## config.mk

```make
export PLATFORM = sky130hd
export DESIGN_NAME = sspi_host_master
export DESIGN_NICKNAME = d
export VERILOG_FILES = /design/src/rtl/sspi_pkg.sv /design/src/rtl/sspi_shift_byte.sv /design/src/rtl/sspi_host_master.sv
export SDC_FILE = /design/constraint.sdc
export NUM_CORES = 1
export LEC_CHECK = 0
export ABC_AREA = 1
export ABC_CLOCK_PERIOD_IN_PS = 3900
export CORE_MARGIN = 2
export CORE_UTILIZATION = 50
export CTS_BUF_LIST = sky130_fd_sc_hd__clkbuf_2
export DETAILED_ROUTE_END_ITERATION = 8
export GPL_ROUTABILITY_DRIVEN = 1
export PLACE_DENSITY = 0.77
export SYNTH_ARGS = -nofsm -noshare
export SYNTH_HDL_FRONTEND = slang
export SYNTH_HIERARCHICAL = 1
export SYNTH_SLANG_ARGS = --single-unit
```

## constraint.sdc

```tcl
create_clock -name clk -period 3.9 [get_ports clk]
set_clock_uncertainty 0.2 [all_clocks]
set_input_delay 0.78 -clock clk [delete_from_list [all_inputs] [get_ports clk]]
set_output_delay 0.78 -clock clk [all_outputs]
set_load 0.02 [all_outputs]
```

## src/rtl/sspi_pkg.sv

```systemverilog
// Shared constants, FSM encoding and payload sizing for the SPI host master.
package sspi_pkg;

  localparam logic [7:0] CMD_GET_CFG = 8'd1;
  localparam logic [7:0] CMD_SET_CFG = 8'd2;
  localparam logic [7:0] CMD_2B      = 8'd4;
  localparam logic [7:0] CMD_STREAM  = 8'd7;

  // Frame sequencer states; the LO/HI bit phases live inside the shift engine
  // while the sequencer sits in ST_SHIFT.
  typedef enum logic [2:0] {
    ST_IDLE,
    ST_SETUP,
    ST_LOAD,
    ST_SHIFT,
    ST_END,
    ST_GAP
  } state_t;

  // Fixed payload bytes that follow the command byte (stream bytes excluded).
  function automatic logic [2:0] payload_bytes(input logic [7:0] cmd);
    case (cmd)
      CMD_GET_CFG: payload_bytes = 3'd1;
      CMD_SET_CFG: payload_bytes = 3'd4;
      CMD_2B:      payload_bytes = 3'd2;
      CMD_STREAM:  payload_bytes = 3'd3;
      default:     payload_bytes = 3'd1;
    endcase
  endfunction

endpackage

```

## src/rtl/sspi_shift_byte.sv

```systemverilog
// One-byte SPI mode-0 shift engine: CLK_DIV-clock low and high phases per bit,
// MSB first, MISO sampled on the clock edge where sspi_clk rises.
// A start in the final cycle of a byte (done=1) chains the next byte with no gap.
module sspi_shift_byte #(
  parameter int CLK_DIV = 2
) (
  input  logic       clk,
  input  logic       reset,
  input  logic       start,
  input  logic [7:0] tx_byte,
  output logic       done,
  output logic       rx_last,
  output logic [7:0] rx_byte,
  output logic       sclk,
  output logic       mosi,
  input  logic       miso
);

  localparam logic [15:0] DIV_LAST = 16'(CLK_DIV - 1);

  logic        active;
  logic        hi;
  logic [15:0] div;
  logic [2:0]  bitn;
  logic [7:0]  tx_sh;
  logic [7:0]  rx_sh;
  logic        div_end;

  assign div_end = (div == DIV_LAST);
  assign done    = active & hi & div_end & (bitn == 3'd0);
  assign sclk    = active & hi;
  assign mosi    = active & tx_sh[7];
  assign rx_byte = rx_sh;

  // Phase/bit counters and the transmit/receive shift registers.
  always_ff @(posedge clk or posedge reset) begin
    if (reset) begin
      active  <= 1'b0;
      hi      <= 1'b0;
      div     <= 16'd0;
      bitn    <= 3'd0;
      tx_sh   <= 8'h00;
      rx_sh   <= 8'h00;
      rx_last <= 1'b0;
    end else begin
      rx_last <= active & ~hi & div_end & (bitn == 3'd0) & ~start;
      if (start) begin
        active <= 1'b1;
        hi     <= 1'b0;
        div    <= 16'd0;
        bitn   <= 3'd7;
        tx_sh  <= tx_byte;
      end else if (active) begin
        if (!div_end) begin
          div <= div + 16'd1;
        end else begin
          div <= 16'd0;
          if (!hi) begin
            hi    <= 1'b1;
            rx_sh <= {rx_sh[6:0], miso};
          end else begin
            hi    <= 1'b0;
            tx_sh <= {tx_sh[6:0], 1'b0};
            if (bitn == 3'd0) active <= 1'b0;
            else              bitn   <= bitn - 3'd1;
          end
        end
      end
    end
  end

endmodule

```

## src/rtl/sspi_host_master.sv

```systemverilog
// Host-side SPI initiator: one CS frame per request carrying the command byte
// and its payload, or a single-byte receive frame reading the core's replies.
// Handshake: a request transfers on a clock edge where req_valid and req_ready
// are both high; a stream byte transfers on an edge where dat_ready is high,
// and dat_ready is only raised while dat_valid is high.
module sspi_host_master
  import sspi_pkg::*;
#(
  parameter int CLK_DIV  = 2,
  parameter int CS_SETUP = 4,
  parameter int CS_GAP   = 8
) (
  input  logic        clk,
  input  logic        reset,
  input  logic        req_valid,
  output logic        req_ready,
  input  logic        req_rx,
  input  logic [7:0]  req_cmd,
  input  logic [31:0] req_arg,
  input  logic [23:0] req_len,
  input  logic        dat_valid,
  input  logic [7:0]  dat,
  output logic        dat_ready,
  output logic        rx_valid,
  output logic [7:0]  rx_data,
  output logic        busy,
  output logic        sspi_cs,
  output logic        sspi_clk,
  output logic        sspi_mosi,
  input  logic        sspi_miso,
  output state_t      state_dbg
);

  localparam logic [15:0] SETUP_LAST = 16'(CS_SETUP - 1);
  localparam logic [15:0] END_LAST   = 16'(CLK_DIV - 1);
  localparam logic [15:0] GAP_LAST   = 16'(CS_GAP - 1);

  state_t      state, state_n;
  logic [15:0] cnt;
  logic [26:0] idx;
  logic [26:0] total;
  logic        armed;
  logic        accept;
  logic        lat_rx;
  logic [7:0]  lat_cmd;
  logic [31:0] lat_arg;
  logic [23:0] lat_len;
  logic [7:0]  byte_sel;
  logic        need_stream;
  logic        avail;
  logic        start;
  logic        sh_done;
  logic        sh_rx_last;
  logic [7:0]  sh_rx_byte;

  assign req_ready = armed & (state == ST_IDLE);
  assign accept    = req_ready & req_valid;
  assign busy      = (state != ST_IDLE);
  assign sspi_cs   = ~((state == ST_SETUP) | (state == ST_LOAD) |
                       (state == ST_SHIFT) | (state == ST_END));
  assign state_dbg = state;

  // Bytes in the frame: command + fixed payload + stream length for cmd 7.
  always_comb begin
    total = 27'd1;
    if (!lat_rx) begin
      total = 27'd1 + 27'(payload_bytes(lat_cmd));
      if (lat_cmd == CMD_STREAM) total = total + {3'b000, lat_len};
    end
  end

  // Select the byte at position idx of the frame.
  always_comb begin
    byte_sel    = 8'h00;
    need_stream = 1'b0;
    if (lat_rx) begin
      byte_sel = 8'h00;
    end else if (idx == 27'd0) begin
      byte_sel = lat_cmd;
    end else begin
      case (lat_cmd)
        CMD_SET_CFG: begin
          case (idx[2:0])
            3'd1:    byte_sel = lat_arg[31:24];
            3'd2:    byte_sel = lat_arg[23:16];
            3'd3:    byte_sel = lat_arg[15:8];
            default: byte_sel = lat_arg[7:0];
          endcase
        end
        CMD_2B:      byte_sel = (idx[1:0] == 2'd1) ? lat_arg[15:8] : lat_arg[7:0];
        CMD_STREAM: begin
          if (idx >= 27'd4) begin
            byte_sel    = dat;
            need_stream = 1'b1;
          end else begin
            case (idx[1:0])
              2'd1:    byte_sel = lat_len[23:16];
              2'd2:    byte_sel = lat_len[15:8];
              default: byte_sel = lat_len[7:0];
            endcase
          end
        end
        default:     byte_sel = lat_arg[7:0];
      endcase
    end
  end

  // Frame FSM next state; byte loads happen in the same cycle the previous
  // byte finishes so bytes are back-to-back unless the stream stalls.
  always_comb begin
    state_n   = state;
    start     = 1'b0;
    dat_ready = 1'b0;
    avail     = ~need_stream | dat_valid;
    case (state)
      ST_IDLE:  if (accept) state_n = ST_SETUP;
      ST_SETUP: begin
        if (cnt == SETUP_LAST) begin
          start   = 1'b1;
          state_n = ST_SHIFT;
        end
      end
      ST_SHIFT: begin
        if (sh_done) begin
          if (idx == total) begin
            state_n = ST_END;
          end else if (avail) begin
            start     = 1'b1;
            dat_ready = need_stream;
          end else begin
            state_n = ST_LOAD;
          end
        end
      end
      ST_LOAD: begin
        if (avail) begin
          start     = 1'b1;
          dat_ready = need_stream;
          state_n   = ST_SHIFT;
        end
      end
      ST_END:   if (cnt == END_LAST) state_n = ST_GAP;
      ST_GAP:   if (cnt == GAP_LAST) state_n = ST_IDLE;
      default:  state_n = ST_IDLE;
    endcase
  end

  // State register, phase counter and byte index.
  always_ff @(posedge clk or posedge reset) begin
    if (reset) begin
      state <= ST_IDLE;
      armed <= 1'b0;
      cnt   <= 16'd0;
      idx   <= 27'd0;
    end else begin
      armed <= 1'b1;
      state <= state_n;
      cnt   <= (state_n != state) ? 16'd0 : cnt + 16'd1;
      if (accept)     idx <= 27'd0;
      else if (start) idx <= idx + 27'd1;
    end
  end

  // Request field capture and received-byte output.
  always_ff @(posedge clk or posedge reset) begin
    if (reset) begin
      lat_rx   <= 1'b0;
      lat_cmd  <= 8'h00;
      lat_arg  <= 32'h0;
      lat_len  <= 24'h0;
      rx_valid <= 1'b0;
      rx_data  <= 8'h00;
    end else begin
      if (accept) begin
        lat_rx  <= req_rx;
        lat_cmd <= req_cmd;
        lat_arg <= req_arg;
        lat_len <= req_len;
      end
      rx_valid <= lat_rx & sh_rx_last;
      if (lat_rx & sh_rx_last) rx_data <= sh_rx_byte;
    end
  end

  sspi_shift_byte #(.CLK_DIV(CLK_DIV)) u_shift (
    .clk     (clk),
    .reset   (reset),
    .start   (start),
    .tx_byte (byte_sel),
    .done    (sh_done),
    .rx_last (sh_rx_last),
    .rx_byte (sh_rx_byte),
    .sclk    (sspi_clk),
    .mosi    (sspi_mosi),
    .miso    (sspi_miso)
  );

endmodule
```

Word level (Yosys, flattened, before mapping)
Index checks and enable logic that the tools add are counted.
{"block": "op_classes", "n_eq_ne": 20, "muxes": 57, "n_addsub": 6, "order_cmp": 1, "reduce_logical": 12, "bitwise": 19}
{"op": "two-way mux 16 bit", "count": 4}
{"op": "two-way mux 8 bit", "count": 8}
{"op": "two-way mux 27 bit", "count": 2}
{"op": "two-way mux 25 bit", "count": 2}
{"op": "case mux 8 bit (3 select lines)", "count": 2}
{"op": "two-way mux 3 bit", "count": 14}
{"op": "adder 16 x 1 -> 16 bit, second input constant", "count": 2}
{"op": "== test 16 x 1 -> 1 bit, second input constant", "count": 2}
{"op": "adder 27 x 1 -> 27 bit, second input constant", "count": 1}
{"op": "== test 27 bit", "count": 1}
{"op": ">= comparator 27 x 3 -> 1 bit, second input constant", "count": 1}
{"op": "logical NOT 27 bit", "count": 1}
{"op": "adder 4 x 24 -> 25 bit", "count": 1}
{"op": "two-way mux 1 bit", "count": 20}
{"op": "case mux 3 bit (6 select lines)", "count": 1}
{"op": "== test 16 x 2 -> 1 bit, second input constant", "count": 1}
{"op": "== test 16 x 3 -> 1 bit, second input constant", "count": 1}
{"op": "== test 8 x 3 -> 1 bit, second input constant", "count": 2}
{"op": "case mux 8 bit (2 select lines)", "count": 1}
{"op": "== test 3 x 2 -> 1 bit, second input constant", "count": 4}
{"op": "AND 1 bit", "count": 11}
{"op": "case mux 3 bit (3 select lines)", "count": 1}
{"op": "== test 8 x 2 -> 1 bit, second input constant", "count": 1}
{"op": "AND reduction 4 bit", "count": 2}
{"op": "other kinds (17)", "count": 29}
{"block": "totals", "reg_bits": 159, "output_inout_bits": 18, "in_bits": 78}

Depth between registers and ports, before layout
Gate-level depths: netlist of run 1.
{"block": "logic_depth", "depth_word": 13, "ltp_mapped": 39}

Cells and area by module
Netlist of run 1, hierarchy kept.
{"mod": "sspi_host_master", "instances": 1, "cells_per_inst": 1110, "area_each_um2": 8261.7}
{"mod": "sspi_shift_byte", "instances": 1, "cells_per_inst": 295, "area_each_um2": 2183.3}

Least setup slack after synthesis of run 1
No wires, ideal clock.
{"block": "synth_timing", "path_kind": "reg-to-reg", "start": "reg lat_cmd[6]", "end": "reg u_shift.rx_sh[0] (netlist: u_shift/rx_byte[0])", "n_path_buf": 3, "stages_incl_launch_ff": 35, "setup_time_ns": 0.117, "path_slack_ns": -0.223, "arrival_time_ns": 3.806, "path_cell_list": "dfrtp_1 > inv_1 > nand2_2 > nor2_8 > nand2_2 > buf_6 > nand2_2 > inv_1 > fa_1 > nand2_1 > nand2_2 > nand2_4 > nor2_8 > nand2_2 > inv_2 > nand3_1 > nand2_1 > nor2_2 > nand2_1 > nor2_1 > nand3_1 > nor2_1 > nand4_1 > nor2_2 > nand3_1 > nand2_1 > nand2_1 > nand2_4 > nand2_4 > buf_6 > buf_2 > nor3_4 > nand2_4 > nand2_1 > nand2_1"}
{"block": "synth_via", "elab_chain_cells": 13, "word_cells_on_any_way": 21}
{"element": "start, declared", "line": "sspi_host_master.sv:45", "source": "logic [7:0] lat_cmd;"}
{"element": "start signal, assigned", "line": "sspi_host_master.sv:176", "source": "lat_cmd <= req_cmd;"}
{"element": "== test 8 x 3 -> 1 bit, or another cell as far along", "line": "sspi_pkg.sv:22, sspi_host_master.sv:68, sspi_host_master.sv:81"}
{"element": "case mux 3 bit (3 select lines)", "line": "sspi_pkg.sv:22", "source": "case (cmd)"}
{"element": "two-way mux 3 bit", "line": "sspi_host_master.sv:66", "source": "if (!lat_rx) begin"}
{"element": "adder 1 x 3 -> 4 bit", "line": "sspi_host_master.sv:67", "source": "total = 27'd1 + 27'(payload_bytes(lat_cmd));"}
{"element": "adder 4 x 24 -> 25 bit", "line": "sspi_host_master.sv:68", "source": "if (lat_cmd == CMD_STREAM) total = total + {3'b000, lat_len};"}
{"element": "two-way mux 25 bit", "line": "sspi_host_master.sv:68"}
{"element": "two-way mux 25 bit", "line": "sspi_host_master.sv:66"}
{"element": "== test 27 bit", "line": "sspi_host_master.sv:125", "source": "if (idx == total) begin"}
{"element": "two-way mux 1 bit", "line": "sspi_host_master.sv:125"}
{"element": "two-way mux 1 bit", "line": "sspi_host_master.sv:124", "source": "if (sh_done) begin"}
{"element": "case mux 1 bit (3 select lines) *", "line": "sspi_host_master.sv:115", "source": "case (state)"}
{"element": "net start", "line": "sspi_host_master.sv:51", "source": "logic start;"}
{"element": "NOT 1 bit (no line) *"}
{"element": "AND reduction 4 bit (no line) *"}
{"element": "end signal, assigned", "line": "sspi_shift_byte.sv:60", "source": "rx_sh <= {rx_sh[6:0], miso};"}
{"element": "end, declared", "line": "sspi_shift_byte.sv:26", "source": "logic [7:0] rx_sh;"}
The timed path passes the listed nets; every way through them passes the cells marked *. The select of a mux whose other input is x is not followed.
A chain may end at the register's enable or synchronous reset.

Final worst setup path of run 1
{"block": "layout_timing", "start": "reg lat_cmd[6]", "end": "out dat_ready"}
{"block": "layout_via", "elab_chain_cells": 11, "word_cells_on_any_way": 19}
{"element": "== test 8 x 3 -> 1 bit, or another cell as far along", "line": "sspi_pkg.sv:22, sspi_host_master.sv:68, sspi_host_master.sv:81"}
{"element": "case mux 3 bit (3 select lines)", "line": "sspi_pkg.sv:22"}
{"element": "two-way mux 3 bit", "line": "sspi_host_master.sv:66"}
{"element": "adder 1 x 3 -> 4 bit", "line": "sspi_host_master.sv:67"}
{"element": "adder 4 x 24 -> 25 bit", "line": "sspi_host_master.sv:68"}
{"element": "two-way mux 25 bit", "line": "sspi_host_master.sv:68"}
{"element": "two-way mux 25 bit", "line": "sspi_host_master.sv:66"}
{"element": "== test 27 bit", "line": "sspi_host_master.sv:125"}
{"element": "two-way mux 1 bit", "line": "sspi_host_master.sv:125"}
{"element": "two-way mux 1 bit", "line": "sspi_host_master.sv:124"}
{"element": "case mux 1 bit (2 select lines) *", "line": "sspi_host_master.sv:115"}
{"element": "end, declared", "line": "sspi_host_master.sv:23", "source": "output logic dat_ready,"}
Mark *: on every way between the ends. The rest lies on a longest branch, timed or not. The select of a mux whose other input is x is not followed.

==> metrics.log, run 1 <==
[metrics] number of nets produced by synthesis: around 1.5k
[metrics] number of buffer and inverter instances along the worst setup path: 4
[metrics] number of core rows: 52
[metrics] maximum number of pins on one net before global-route repair: approximately 110
[metrics] die footprint: 22,100 um^2
[metrics] PortBufs: 95
[metrics] count of distinct cell types in the synthesized netlist: 54
[metrics] Max stage delay on crit path: 460 ps
[metrics] path class of the lowest-slack min-delay path: flop to flop
[metrics] Placed Instance Area: 12,100 um^2
[metrics] upper clock frequency limit: 0.206 GHz
[metrics] largest fanout on the critical path: 4
[metrics] post-placement setup slack: -458 ps
[metrics] Data required, critical path: 2920 ps
[metrics] final count of hold timing violations: 0
[metrics] Largest delay share family, worst path: simple AND/OR/NAND/NOR gates
[metrics] clock-pin slew on the worst setup and hold paths: 270 ps
[metrics] combined area of the multi-input logic cells: 5900 um^2
[metrics] WP data arrival: just under 4000 ps
[metrics] final routed wirelength across all metal layers: between 30 and 40 mm
[metrics] number of filler cells placed in the layout: about 1.8k
[metrics] Routed wire per std cell: 16.4 um
[metrics] remaining max-slew budget at the tightest pin: 41.7%
[metrics] global-route wire length before repair: 47.6 mm
[metrics] CP startpoint kind: flop
[metrics] max-cap check violation count: 0
[metrics] horizontal extent of the die: approximately 150 um
[metrics] total number of vias: around 10k
[metrics] sequential element share of the synthesized area: 38.1%
[metrics] setup ws final: -951 ps
[metrics] number of antenna violations at the first check in global routing: 1
[metrics] Most common cell on crit path: nand2_1
[metrics] H-tree depth: 4
[metrics] overall power: 9290 uW
[metrics] CP Class: flop to output pin
[metrics] final weighted congestion of routability-driven global placement: 0.980
[metrics] GRT Residual Overflow: 0
[metrics] number of nets in the layout: ~1.7k
[metrics] Hold Path Origin: rx_data[4]
[metrics] maximum buffer depth of the clock tree: 2
[metrics] cell area after synthesis: 10,400 um^2
[metrics] Warnings, synthesis: 6
[metrics] vias in the first global route: between 9k and 10k
[metrics] Layout area overhead: 25.4%
[metrics] Clock Sink Count: 159
[metrics] final antenna-violating net count: 0
[metrics] GRT Util Overall: 27.0%
[metrics] leakage power figure: 0.00617 uW
[metrics] leading cell types in the layout, fill and taps excluded: 314 x nand2_1, 159 x dfrtp_1, 147 x nor2_1
[metrics] transition time at the pin with the least slew margin: just under 900 ps
[metrics] setup repair after global routing missed its margin: yes
[metrics] final max-slew violation count: 0
[metrics] drc violations: 0
[metrics] drt pass-1 iters: 5
[metrics] area taken by flip-flops and latches: 3980 um^2
[metrics] final setup violation count: 82
[metrics] time the worst path needs with I/O delays and setup: 4850 ps
[metrics] power per cell area: just over 700 nW/um^2
[metrics] total CTS buffers: 17
[metrics] number of DRC violations after detailed-routing iteration 0: 838
[metrics] most common cell after layout, fill and taps aside: nand2_1
[metrics] timing startpoint of the critical path: lat_cmd[6]
[metrics] clock root buffer: clkbuf_2
[metrics] average cell area after synthesis: approximately 7.4 um^2
[metrics] failing checks: setup timing
[metrics] clock tree from TritonCTS: done
[metrics] Core Footprint: 20,400 um^2
[metrics] Starting Density: about half
[metrics] Die Span Y: roughly 150 um
[metrics] gate count of the mapped netlist: roughly 1.4k
[metrics] critical register-to-register path startpoint: lat_cmd[6]
[metrics] outcome: complete, but fails checks
[metrics] Worst path slowest cell: dfrtp_1
[metrics] Max IR drop VDD: 0.377 mV
[metrics] period utilization: 124%
[metrics] clock insertion delay at the later pin of the skew report: 770 ps
[metrics] share of post-route cells with drive strength above 1: 18.4%
[metrics] number of synthesized register bits: 159
[metrics] type of element capturing the critical path: output pin
[metrics] number of top-level pins: 96
[metrics] post-detail-place hpwl: approximately 22 mm
[metrics] cell area after layout: 13,100 um^2
[metrics] post-detailed-route via-to-cell ratio: 5.54
-- path summary, 6_finish.rpt --
check | end | slack (ps) | cells after the start
min in group asynchronous | rx_data[7] | 630 | 3
max in group asynchronous | lat_cmd[2] | 1920 | 4
worst min-delay path | rx_data[4] | 310 | 2
worst min register to register | rx_data[4] | 310 | 2
worst max register to register | u_shift/div[5] | -360 | 36
worst max-delay path | dat_ready | -950 | 26
-- cell usage after synthesis (all sizes together) --
| master | n | area share [%] |
|---|---|---|
| nand2 | 364 | 14 |
| nor2 | 185 | 8.5 |
| dfrtp | 159 | 38 |
| inv | 153 | 5.5 |
| nand3 | 110 | 5.8 |
| a21oi | 72 | 3.4 |
| nand4 | 63 | 3.8 |
| o21ai | 44 | 2.2 |
| xor2 | 40 | 3.4 |
| nor3 | 32 | 1.7 |
| clkbuf | 31 | 1.1 |
| nand3b | 21 | 1.5 |
| buf | 18 | 1.3 |
| o211ai | 18 | 1.3 |
| mux2 | 17 | 1.8 |
| ha | 14 | 1.7 |
| nor4 | 9 | 0.54 |
| o22ai | 9 | 0.54 |
| xnor2 | 9 | 0.75 |
| a221oi | 7 | 0.59 |
| clkinv | 7 | 0.28 |
| o311ai | 6 | 0.50 |
| or2 | 3 | 0.18 |
| a31oi | 2 | 0.12 |
| conb | 2 | 0.072 |
| o221ai | 2 | 0.17 |
| a21o | 1 | 0.072 |
| a22o | 1 | 0.084 |
| a311oi | 1 | 0.084 |
| a31o | 1 | 0.084 |
| and3 | 1 | 0.060 |
| fa | 1 | 0.19 |
| o21bai | 1 | 0.072 |
| or3b | 1 | 0.084 |
-- cell families (layout without fill, tap and decap cells) --
| logic type | after synthesis | count (layout) | share of synthesized area, % |
|---|---|---|---|
| AND/OR/NAND/NOR | 789 | 790 | 36.6 |
| buffers and inverters | 209 | 387 | 8.23 |
| AO/OA/AOI/OAI | 165 | 165 | 9.24 |
| flip-flops | 159 | 159 | 38.1 |
| XOR/XNOR | 49 | 49 | 4.11 |
| multiplexers | 17 | 17 | 1.83 |
| adder cells (fa/ha/maj) | 15 | 15 | 1.87 |
| other | 2 | 3 | 0.0719 |
-- timing repair --
action | 4_1_cts | 5_1_grt
hold buffers | 1 | 0
endpoints found under the hold margin | 4 | 0
buffers inserted | 14 | 18
cloned | 0 | 5
pin swaps | 21 | 42
gates resized for setup | 29 | 77
setup endpoints to repair | 65 | 82
-- stage by stage --
step | utilization (%) | instances | hold WS, ps | TNS, ps
floorplan | - | 1405 | 242 | -875
global placement | 59.3 | 1786 | 256 | -2380
detailed placement | 59.3 | 1786 | 261 | -5600
CTS | 61.8 | 1832 | 261 | -3690
global route | 64.3 | 1855 | 262 | -40240
finish | 64.3 | 1855 | 314 | -18910
-- routing by layer --
layer	track usage (%)	wire, um	up-vias	part of all wire [%]
li1	-	-	4962	-
met1	37.7	13300	4869	44
met2	43.5	14200	376	47
met3	3.62	1980	66	6.5
met4	9.52	830	0	2.7
met5	0	0	-	0
-- state kept, by name, summed over array words and instances (netlist names) --
register and cells:
lat_len 24, lat_cmd 8, u_shift/div 16, u_shift/tx_sh 8, armed 1, rx_valid 1
u_shift/active 1, idx 27, cnt 16, u_shift/bitn 3, lat_arg 32, u_shift/rx_byte 8
rx_data 8, state_dbg 3, lat_rx 1, u_shift/hi 1, u_shift/rx_last 1
-- power by group --
group          internal (uW)  switching, uW  leakage [uW]
logic                   2130           3240       0.00400
clock network            447            685      0.000172
registers               2200            583       0.00199
-- tightest hold or removal path: cells and delay by family (launching register included) --
kind | cells | cell delay, ps
DFF | 1 | 400
and+or+nand+nor | 2 | 100
-- layout make-up --
cell class                 instances  area share, %
sequential                       159           30.4
clock buffer                      17          0.649
clock inverter                    15           1.69
antenna                            1         0.0191
multi-input combinational       1038           45.0
inverter                         160           4.77
tap                              270           2.58
timing repair buffer             195           14.9
(Power assumes the default switching activity.)
==> run 2: changes to the inputs <==
--- a/config.mk
+++ b/config.mk
@@ -5,7 +5,6 @@
 export SDC_FILE = /design/constraint.sdc
 export NUM_CORES = 1
 export LEC_CHECK = 0
-export ABC_AREA = 1
 export ABC_CLOCK_PERIOD_IN_PS = 3900
 export CORE_MARGIN = 2
 export CORE_UTILIZATION = 50
==> run 2 against run 1 <==
Compared with the run above:
- the flow still finishes with violations (setup timing)
- count of clock-buffer cells in the layout rose by 1
- largest power group is now sequential cells
- area after synthesis fell by 7.4%
- largest cell class unchanged
- clock power fell by 14%
- routed wire length barely moved
==> metrics.log, run 2 <==
[metrics] vias in the first global route: 9,041
[metrics] Met3 Routed Length: between 2 and 2.5 mm
[metrics] Die Span Y: 143 um
[metrics] number of nets produced by synthesis: 1,242
[metrics] remaining max-slew budget at the tightest pin: 25.4%
[metrics] H-tree depth: 4
[metrics] Clock Sink Count: approximately 160
[metrics] cell type with the largest total area after synthesis: dfrtp_1
[metrics] Combinational Power Share: between 4 and 5%
[metrics] combined area of the multi-input logic cells: 6250 um^2
[metrics] WP data arrival: about 4800 ps
[metrics] transition time at the pin with the least slew margin: 1100 ps
[metrics] gate count of the mapped netlist: 1,149
[metrics] number of flip-flops in the largest register: 32
[metrics] Clock Power Share: 35.2%
[metrics] number of antenna violations at the first check in global routing: 1
[metrics] average cell area after synthesis: 8.42 um^2
[metrics] number of core rows: 50
[metrics] clock insertion delay at the later pin of the skew report: 820 ps
[metrics] CP Class: flop to output pin
[metrics] leading cell types in the layout, fill and taps excluded: 252 x nand2_1, 158 x dfrtp_1, 107 x buf_4
[metrics] total number of vias: about 9.7k
[metrics] PortBufs: 95
[metrics] fraction of power spent switching nets: between 20% and 30%
[metrics] M1 WL: 12.5 mm
[metrics] final antenna-violating net count: 0
[metrics] Layout area overhead: 37.8%
[metrics] filler-free cell count of the finished design: 1,615
[metrics] Core Footprint: between 15,000 and 20,000 um^2
[metrics] area taken by flip-flops and latches: 3980 um^2
[metrics] CTS hold repair buffers: 0
[metrics] fraction of power consumed by sequential logic: about 60%
[metrics] setup ws final: -1860 ps
[metrics] post-detail-place hpwl: 19.1 mm
[metrics] number of top-level pins: 96
[metrics] share of post-route cells with drive strength above 1: between 20% and 30%
[metrics] final routed wirelength across all metal layers: 30.3 mm
[metrics] final core occ: between 70% and 80%
[metrics] Internal Pwr Total: roughly 2000 uW
[metrics] drt pass-1 iters: 9
[metrics] number of synthesized register bits: 159
[metrics] final count of hold timing violations: 0
[metrics] global-route wire length before repair: 46.4 mm
[metrics] clock-pin slew on the worst setup and hold paths: approximately 300 ps
[metrics] GRT Residual Overflow: 0
[metrics] GRT Util Overall: 28.7%
[metrics] largest fanout on the critical path: 6
[metrics] final max-slew violation count: 0
[metrics] power dissipated by switching net loads: 770 uW
[metrics] Synth area leaders: dfrtp_1 41%, nand2_1 10%, xnor2_1 4.0%, nor2_1 3.6%, clkbuf_1 2.3%
[metrics] most common cell after layout, fill and taps aside: nand2_1
[metrics] Routed wire per std cell: 18.8 um
[metrics] drc violations: 0
[metrics] depth of the most critical reg-to-reg path: 22
[metrics] clock tree from TritonCTS: done
[metrics] setup repair after global routing missed its margin: yes
[metrics] total CTS buffers: 17
[metrics] sequential element share of the synthesized area: 41.1%
[metrics] time the worst path needs with I/O delays and setup: between 5000 and 6000 ps
[metrics] Async SR Flop Fraction: 100%
[metrics] number of DRC violations after detailed-routing iteration 0: about 1.0k
[metrics] outcome: complete, but fails checks
[metrics] post-detailed-route via-to-cell ratio: 5.99
[metrics] top sig layer: met4
[metrics] Max IR drop VDD: roughly 0.16 mV
[metrics] Data required, critical path: 2920 ps
[metrics] failing checks: setup timing
[metrics] register with the most flip-flops: lat_arg
[metrics] path class of the lowest-slack min-delay path: input port to async pin
[metrics] maximum number of pins on one net before global-route repair: 55
[metrics] most repeated cell in the gate-level netlist after synthesis: nand2_1
[metrics] number of nets in the layout: 1,434
[metrics] final weighted congestion of routability-driven global placement: 0.923
[metrics] count of distinct cell types in the synthesized netlist: 82
[metrics] upper clock frequency limit: 0.174 GHz
[metrics] maximum buffer depth of the clock tree: 2
[metrics] type of element capturing the critical path: output pin
[metrics] die footprint: 20,500 um^2
[metrics] cell area after synthesis: between 9000 and 10,000 um^2
[metrics] wire length on met2: 14.4 mm
[metrics] area fraction of the dominant cell type after synthesis: 41.1%
[metrics] clock root buffer: clkbuf_2
[metrics] CP startpoint kind: flop
[metrics] biggest registers after layout: lat_arg x32, idx x27, lat_len x24
[metrics] Starting Density: 51.4%
[metrics] max-cap check violation count: 0
[metrics] period utilization: 148%
[metrics] final setup violation count: 85
[metrics] placed instance count: between 1.5k and 2k
[metrics] leakage power figure: between 0.005 and 0.006 uW
[metrics] Warnings, synthesis: 6
[metrics] count of flip-flops with a built-in enable after synthesis: 0
[metrics] number of filler cells placed in the layout: 1,349
[metrics] horizontal extent of the die: between 100 and 150 um
[metrics] synth cell count leaders: 262 x nand2_1, 159 x dfrtp_1, 93 x nor2_1, 58 x clkbuf_1, 44 x xnor2_1
[metrics] power per cell area: 208 nW/um^2
[metrics] primary flip-flop cell chosen by synthesis mapping: dfrtp_1
-- run 2: cell count changes after synthesis, sizes merged, moves of 14 or more --
| cell | before | now |
|---|---|---|
| nand4 | 63 | 32 |
| nand3b | 21 | 1 |
| inv | 153 | 29 |
| nand3 | 110 | 41 |
| and3 | 1 | 18 |
| xnor2 | 9 | 44 |
| xor2 | 40 | 18 |
| nor2 | 185 | 103 |
| a21oi | 72 | 43 |
| nor4 | 9 | 23 |
| mux2i | 0 | 16 |
| clkbuf | 31 | 58 |
| nand2 | 364 | 262 |
-- run 2: layout make-up --
type / count / share of cell area, %
flip-flops and latches: 159 / 29.8
diodes: 1 / 0.0188
inverters: 30 / 0.985
well taps: 260 / 2.44
clock buffers: 18 / 0.676
multi-input cells: 887 / 46.9
clock inverters: 14 / 1.15
repair buffers: 246 / 18.0
-- run 2: cell families after synthesis --
family	after synthesis	share of synthesized area, %
AO/OA/AOI/OAI	182	12.8
XOR/XNOR	63	5.85
adder cells (fa/ha/maj)	15	2.02
buffers and inverters	104	4.59
flip-flops	159	41.1
multiplexers	33	3.76
other	2	0.0776
AND/OR/NAND/NOR	591	29.8
-- run 2: power by group through the flow --
stage / sequential (uW) / clock (uW) / combinational [uW]
2_1_floorplan: 1690 / 0 / 35.0
3_3_place_gp: 1690 / 0 / 134
3_5_place_dp: 1690 / 0 / 136
4_1_cts: 1660 / 964 / 137
5_1_grt: 1660 / 1040 / 149
6_report: 1660 / 974 / 136
-- run 2: timing repair --
item / CTS / global route
hold endpoints to repair: 0 / 0
cloned: 6 / 0
setup buffers: 26 / 24
resized for setup: 153 / 73
endpoints found under the setup margin: 85 / 86
pin swaps: 76 / 57
-- run 2: worst paths after layout --
kind	startpoint	end	slack [ps]
worst max register to register	lat_cmd[7]	u_shift/div[15]	-1270
min in group clk	req_arg[7]	lat_arg[7]	250
max in group asynchronous	reset	lat_arg[21]	2530
worst min-delay path	reset	idx[5]	120
worst max-delay path	lat_cmd[7]	dat_ready	-1860
worst min register to register	lat_arg[23]	lat_arg[23]	310
-- run 2: critical path, cell delays in order (launching register included) --
cell,delay (ps)
dfrtp_1,430
or4_4,550
nor2_4,210
nand3_4,100
nand2_2,120
inv_2,60
ha_4,250
and3b_1,170
nand4_1,130
a21o_4,280
or3_4,390
and2_4,150
a32o_2,250
or2_4,240
nand2_2,70
nand2_2,70
a2111oi_4,340
buf_4,200
-- run 2: stage by stage --
stage               total power [uW]  hold WS [ps]  TNS [ps]  setup slack, ps  area, um^2
floorplan                       1720           245    -54910             -997        9880
global placement                1820           261    -58140            -1480       11700
detailed placement              1820           265    -64430            -1550       11700
CTS                             2760           166    -64740            -1790       12900
global route                    2850           130   -100640            -2030       13300
finish                          2770           124    -84540            -1860       13300
-- run 2: routing by layer --
metal / vias up / GRT usage [%]
li1: 4445 / -
met1: 4636 / 39.5
met2: 482 / 45.9
met3: 109 / 6.00
met4: 0 / 8.08
met5: - / 0
